[config.mk]
export PLATFORM = sky130hd
export DESIGN_NAME = cmd_bus_master
export DESIGN_NICKNAME = d
export VERILOG_FILES = /design/src/rtl/cmd_bus_pkg.sv /design/src/rtl/cmd_bus_timeout.sv /design/src/rtl/cmd_bus_master.sv
export SDC_FILE = /design/constraint.sdc
export NUM_CORES = 1
export LEC_CHECK = 0
export CAP_MARGIN = 30
export CORE_UTILIZATION = 54
export DETAILED_ROUTE_END_ITERATION = 8
export HOLD_SLACK_MARGIN = 0.02
export MAX_ROUTING_LAYER = met4
export PLACE_DENSITY = 0.88
export SLEW_MARGIN = 10
export SYNTH_ARGS = -nofsm -noshare
export SYNTH_HDL_FRONTEND = slang
export SYNTH_SLANG_ARGS = --single-unit
[constraint.sdc]
create_clock -name clk -period 5.26 [get_ports clk]
set_input_delay 0.526 -clock clk [delete_from_list [all_inputs] [get_ports clk]]
set_output_delay 0.526 -clock clk [all_outputs]
set_load 0.02 [all_outputs]
[src/rtl/cmd_bus_pkg.sv]
// Shared opcodes, response codes, error subcodes and FSM states for the command bus master.
package cmd_bus_pkg;

    typedef enum logic [1:0] {
        OP_READ     = 2'b00,
        OP_WRITE    = 2'b01,
        OP_SET_ADDR = 2'b10,
        OP_ABORT    = 2'b11
    } opcode_e;

    localparam logic [1:0] RSP_WRITE_OK  = 2'b00;
    localparam logic [1:0] RSP_READ_DATA = 2'b01;
    localparam logic [1:0] RSP_ADDR      = 2'b10;
    localparam logic [1:0] RSP_ERROR     = 2'b11;

    localparam logic [1:0] ERR_NONE    = 2'd0;
    localparam logic [1:0] ERR_BUS     = 2'd1;
    localparam logic [1:0] ERR_TIMEOUT = 2'd2;
    localparam logic [1:0] ERR_ABORT   = 2'd3;

    typedef enum logic [1:0] {
        ST_IDLE,
        ST_REQ,
        ST_WAIT,
        ST_RSP
    } state_e;

endpackage

[src/rtl/cmd_bus_timeout.sv]
// Counts the cycles a bus transaction has been open; the count is 1 in the first wb_cyc cycle.
module cmd_bus_timeout
    import cmd_bus_pkg::*;
#(
    parameter int TIMEOUT = 255
) (
    input  logic clk,
    input  logic reset,
    input  logic start,
    input  logic clear,
    output logic expired
);

    localparam int CW = $clog2(TIMEOUT + 1);

    logic [CW-1:0] count;

    // Load 1 on start, then count up and saturate at TIMEOUT until cleared
    always_ff @(posedge clk) begin
        if (!reset) begin
            count <= '0;
        end else if (start) begin
            count <= CW'(1);
        end else if (clear) begin
            count <= '0;
        end else if ((count != '0) && (count != CW'(TIMEOUT))) begin
            count <= count + CW'(1);
        end
    end

    assign expired = (count == CW'(TIMEOUT));

endmodule

[src/rtl/cmd_bus_master.sv]
// Host command interface driving a single pipelined Wishbone master transaction per command.
module cmd_bus_master
    import cmd_bus_pkg::*;
#(
    parameter int DW      = 32,
    parameter int AW      = 30,
    parameter int TIMEOUT = 255
) (
    input  logic            clk,
    input  logic            reset,
    input  logic            cmd_stb,
    input  logic [DW+1:0]   cmd_word,
    output logic            cmd_busy,
    output logic            rsp_stb,
    output logic [DW+1:0]   rsp_word,
    output logic            wb_cyc,
    output logic            wb_stb,
    output logic            wb_we,
    output logic [AW-1:0]   wb_addr,
    output logic [DW-1:0]   wb_data,
    output logic [DW/8-1:0] wb_sel,
    input  logic            wb_stall,
    input  logic            wb_ack,
    input  logic            wb_err,
    input  logic [DW-1:0]   wb_idata
);

    state_e        state;
    state_e        state_next;
    opcode_e       cmd_op;
    logic [DW-1:0] cmd_payload;
    logic          accept;
    logic [AW-1:0] addr;
    logic          inc_dis;
    logic [AW-1:0] set_addr_value;
    logic [DW-1:0] addr_payload;
    logic          tmo_start;
    logic          tmo_clear;
    logic          tmo_expired;
    logic          rsp_load;
    logic [DW+1:0] rsp_next;
    logic          addr_inc;

    assign cmd_op      = opcode_e'(cmd_word[DW+1:DW]);
    assign cmd_payload = cmd_word[DW-1:0];
    assign cmd_busy    = (state != ST_IDLE);
    assign accept      = cmd_stb && !cmd_busy;
    assign wb_cyc      = (state == ST_REQ) || (state == ST_WAIT);
    assign wb_stb      = (state == ST_REQ);
    assign rsp_stb     = (state == ST_RSP);
    assign wb_addr     = addr;
    assign wb_sel      = '1;

    // New address for a set-address command and the payload echoed back in its response
    always_comb begin
        set_addr_value = cmd_payload[AW-1:0];
        if (cmd_payload[DW-1]) begin
            set_addr_value = addr + cmd_payload[AW-1:0];
        end
        addr_payload           = '0;
        addr_payload[AW-1:0]   = set_addr_value;
        addr_payload[DW-2]     = cmd_payload[DW-2];
    end

    // Next-state, response selection and timeout control
    always_comb begin
        state_next = state;
        rsp_load   = 1'b0;
        rsp_next   = rsp_word;
        addr_inc   = 1'b0;
        tmo_start  = 1'b0;
        case (state)
            ST_IDLE: begin
                if (accept) begin
                    case (cmd_op)
                        OP_READ, OP_WRITE: begin
                            state_next = ST_REQ;
                            tmo_start  = 1'b1;
                        end
                        OP_SET_ADDR: begin
                            state_next = ST_RSP;
                            rsp_load   = 1'b1;
                            rsp_next   = {RSP_ADDR, addr_payload};
                        end
                        OP_ABORT: begin
                            state_next = ST_RSP;
                            rsp_load   = 1'b1;
                            rsp_next   = {RSP_ERROR, {(DW-2){1'b0}}, ERR_ABORT};
                        end
                    endcase
                end
            end
            ST_REQ: begin
                if (tmo_expired) begin
                    state_next = ST_RSP;
                    rsp_load   = 1'b1;
                    rsp_next   = {RSP_ERROR, {(DW-2){1'b0}}, ERR_TIMEOUT};
                end else if (!wb_stall) begin
                    state_next = ST_WAIT;
                end
            end
            ST_WAIT: begin
                if (wb_err) begin
                    state_next = ST_RSP;
                    rsp_load   = 1'b1;
                    rsp_next   = {RSP_ERROR, {(DW-2){1'b0}}, ERR_BUS};
                end else if (wb_ack) begin
                    state_next = ST_RSP;
                    rsp_load   = 1'b1;
                    addr_inc   = !inc_dis;
                    if (wb_we) begin
                        rsp_next = {RSP_WRITE_OK, {DW{1'b0}}};
                    end else begin
                        rsp_next = {RSP_READ_DATA, wb_idata};
                    end
                end else if (tmo_expired) begin
                    state_next = ST_RSP;
                    rsp_load   = 1'b1;
                    rsp_next   = {RSP_ERROR, {(DW-2){1'b0}}, ERR_TIMEOUT};
                end
            end
            ST_RSP: begin
                state_next = ST_IDLE;
            end
        endcase
        tmo_clear = (state_next == ST_IDLE) || (state_next == ST_RSP);
    end

    // FSM state register
    always_ff @(posedge clk) begin
        if (!reset) begin
            state <= ST_IDLE;
        end else begin
            state <= state_next;
        end
    end

    // Address pointer, bus write controls and held response word
    always_ff @(posedge clk) begin
        if (!reset) begin
            addr     <= '0;
            inc_dis  <= 1'b0;
            wb_we    <= 1'b0;
            wb_data  <= '0;
            rsp_word <= '0;
        end else begin
            if (rsp_load) begin
                rsp_word <= rsp_next;
            end
            if (accept && (cmd_op == OP_SET_ADDR)) begin
                addr    <= set_addr_value;
                inc_dis <= cmd_payload[DW-2];
            end else if (addr_inc) begin
                addr <= addr + AW'(1);
            end
            if (tmo_start) begin
                wb_we <= (cmd_op == OP_WRITE);
                if (cmd_op == OP_WRITE) begin
                    wb_data <= cmd_payload;
                end
            end else if (tmo_clear) begin
                wb_we <= 1'b0;
            end
        end
    end

    cmd_bus_timeout #(
        .TIMEOUT(TIMEOUT)
    ) u_timeout (
        .clk    (clk),
        .reset  (reset),
        .start  (tmo_start),
        .clear  (tmo_clear),
        .expired(tmo_expired)
    );

endmodule

==> metrics.md <==
| Metric | Value |
|---|---|
| Outcome | finished, final reports clean |
| Iter 0 DRT Violations | approximately 860 |
| Vias in the first global route | just under 7000 |
| Post-route clock period utilization | 0.648 |
| Iteration count of the initial detailed-routing pass | 5 |
| # nets final | 1142 |
| Post-synth top cells | nand2_1, dfxtp_1, a21oi_1 |
| Sequential cell fraction of total power | 0.303 |
| Antenna violations before repair | 0 |
| Final Hold Fails | 0 |
| I/O pin cnt | 177 |
| Psw | 0.00150 W |
| CTS H-tree lvls | 3 |
| Crit Path Category | input pin to flop |
| Area of the die | 13400 µm² |
| Setup TNS | 0 ps |
| Ranking of synthesized cells by area | dfxtp_1, nand2_1, ha_1 |
| Primary FF master, synth | dfxtp_1 |
| Gp weighted congestion | 0.978 |
| Yosys reg bits | about 110 |
| Internal | 0.00206 W |
| Avg Vias per Cell | 6.07 |
| Worst reg2reg endpoint | wb_addr[24] |
| Crit end category | flop |
| First-pass GRT wire length | 35.3 mm |
| Clock Latency Late Sink | roughly 360 ps |
| Fraction of layout cells with a size suffix above 1 | 0.0568 |
| Sequential share of the synthesized area | 0.310 |
| Clock transition at path regs | 80 ps |
| Hold crit path type | flop to flop |
| Max cap viols | 0 |
| Max VDD drop | 0.244 mV |
| Port-buffer cells | 172 |
| RSZ-0062 raised after global routing | no |
| Drt wl/cell | 18.7 µm |
| Final setup viols | 0 |
| Hold-fix buffers, CTS | 0 |
| Cell class contributing the biggest share of worst-path delay | compound AO/OA/AOI/OAI gates |
| Clock Sink Count | 108 |
| Number of antenna-violating nets in the routed design | 0 |
| PostCTS Resize Cnt | 0 |
| CTS tree | done |
| Clk_skew | 11.2 ps |
| Detailed Route WL | about 23 mm |
| Sw Ratio | 0.421 |
| Buffer count from post-CTS setup fixing | 0 |
| DRC viols | 0 |
| Clock Tree Root | clkbuf_16 |
| Cell taking the most area after synthesis | dfxtp_1 |
| Hold depth | 2 |
| Die width | 116 µm |
| DP Wirelength | 16.7 mm |
| Total congestion overflow | 0 |
| Total CTS buffers | 9 |
| Leak | 3.47 nW |
| CP Data Arrival Time | 3670 ps |
| CP max stage cell | clkdlybuf4s50_1 |
| Synthesis Warnings | 0 |
| Syn_area_per_cell | 7.86 µm² |
| Distinct cell type count after synthesis | 79 |
| Total track usage | 0.353 |
| Worst R2R Start | wb_addr[0] |
| # rows | 41 |
| Synth Cell Area | between 6000 and 7000 µm² |
| CP Data Required Time | 5530 ps |
| Max-Slew Margin vs Limit | 0.544 |
| Share of flip-flops with an asynchronous set or reset | 0 |
| Crit-path cells | clkdlybuf4s50_1 > ha_1 > inv_1 > fa_1 > nand2b_1 > a211oi_2 > nor4b_2 > o21ai_2 > a31oi_2 > o221ai_1 > xor2_1 > mux2_2 > o21a_1 |
| Fmax | 294 MHz |
| Slew @ Worst Pin | ~700 ps |
| Hold Path Sink | wb_data[3] |
| Power after layout | 0.00355 W |
| Starting Density | 0.553 |
| Clk buf depth | 2 |
| Largest net degree at the start of global routing | 55 |
| Core area | 12600 µm² |
| Reg-to-reg slack, setup | 2000 ps |
| Power Density | 391 nW/µm² |
| Slowest stage delay, CP | 510 ps |
| EDFF count, synth | 0 |
| DR vias | around 7400 |
| Fin. max-slew vios | 0 |
| Hold_sp | wb_data[3] |
| Combinational share of power | 0.500 |
| Min Clock Period, post-route | 3410 ps |
| Clock power frac | 0.197 |
| R2R depth | 12 |
| Cells after Synth | 888 |
| Die Y | about 120 µm |
| Area growth syn-to-layout | 30.2% |
| CP bufs+invs | 2 |
| CP Launch Type | input pin |
| Most frequent cell after synthesis | nand2_1 |
| Yosys top cell area share | 0.310 |
| CP Max Fanout | 4 |
[registers in the layout, indices dropped and copies added, names as in the netlist]
register / count
rsp_word: 34
wb_data: 32
wb_addr: 30
u_timeout.count: 8
state: 2
inc_dis: 1
wb_we: 1
[area by class of cell]
cell class / count / area, µm²
Antenna cell: 1 / 2.50
Clock buffer: 12 / 246
Clock inverter: 4 / 48.8
Fill cell: 1052 / 3540
Inverter: 29 / 109
Multi-Input combinational cell: 702 / 4490
Sequential cell: 108 / 2160
Tap cell: 172 / 215
Timing Repair Buffer: 183 / 1810
[power by group through the flow]
stage | clock, W | combinational, W | sequential [W]
after detailed placement | 0 | 0.00174 | 0.00109
final | 0.000699 | 0.00178 | 0.00108
after global placement | 0 | 0.00171 | 0.00108
after global routing | 0.000736 | 0.00191 | 0.00109
after floorplan | 0 | 0.000989 | 0.00121
after CTS | 0.000706 | 0.00175 | 0.00107
[placed cells by master (no fill, tap or decap), drive strengths merged, types with 4 or more instances in the layout]
cell type	Yosys	layout
xnor2	35	35
conb	1	4
inv	29	29
xor2	25	25
a21o	15	15
a21oi	90	90
ha	36	36
clkbuf	33	12
and3	9	9
mux2i	22	22
dfxtp	108	108
a22oi	13	13
nand4	14	14
a31oi	10	10
nor3	15	15
nand3	27	27
o211ai	9	9
a222oi	8	8
a221oi	12	12
nor2	86	86
nand2	129	129
buf	19	12
o21ai	49	49
and2	10	10
clkdlybuf4s50	0	171
a211oi	19	19
o21a	8	8
and4	4	4
[how the worst max path moves through the flow]
stage / cells past startpoint / slack [ps] / end / start
finish: 13 / 1850 / wb_addr[24] / cmd_word[0]
global route: 13 / 1780 / wb_addr[24] / cmd_word[0]
CTS: 13 / 1890 / wb_addr[24] / cmd_word[0]
detailed placement: 13 / 1600 / wb_addr[24] / cmd_word[0]
global placement: 13 / 1640 / wb_addr[24] / cmd_word[0]
floorplan: 12 / 2320 / wb_addr[24] / wb_addr[0]
[metal layers]
| metal | vias to the layer above | share of wire | global-route usage |
|---|---|---|---|
| met1 | 3458 | 0.42 | 0.452 |
| li1 | 3469 | - | - |
| met5 | - | 0 | - |
| met2 | 359 | 0.45 | 0.537 |
| met3 | 65 | 0.097 | 0.0853 |
| met4 | 0 | 0.033 | 0.136 |
[tightest hold or removal path, delay by kind of cell, from the launching register on]
family	cells	cell delay, ps
DFF	1	310
and+or+nand+nor	1	50
AOI/OAI and AO/OA	1	50
[per-stage QoR]
stage                     cell area, µm²  std cells  worst slack [ps]  hold slack (ps)  utilization
final                               9080       1211              1850              455        0.719
after CTS                           9060       1209              1890              458        0.718
after global routing                9080       1210              1780              475        0.719
after global placement              8770       1193              1640              441        0.695
after floorplan                     6990        891              2320              432            -
after detailed placement            8770       1193              1600              448        0.695
[cell families after synthesis]
| kind of cell | synth area share |
|---|---|
| and+or+nand+nor | 0.213 |
| other | 0.000538 |
| xor gates and xnor gates | 0.0753 |
| buffers and inverters | 0.0490 |
| AOI/OAI and AO/OA | 0.248 |
| DFF | 0.310 |
| muxes | 0.0364 |
| adders and majority gates | 0.0674 |
(Power assumes the default switching activity.)
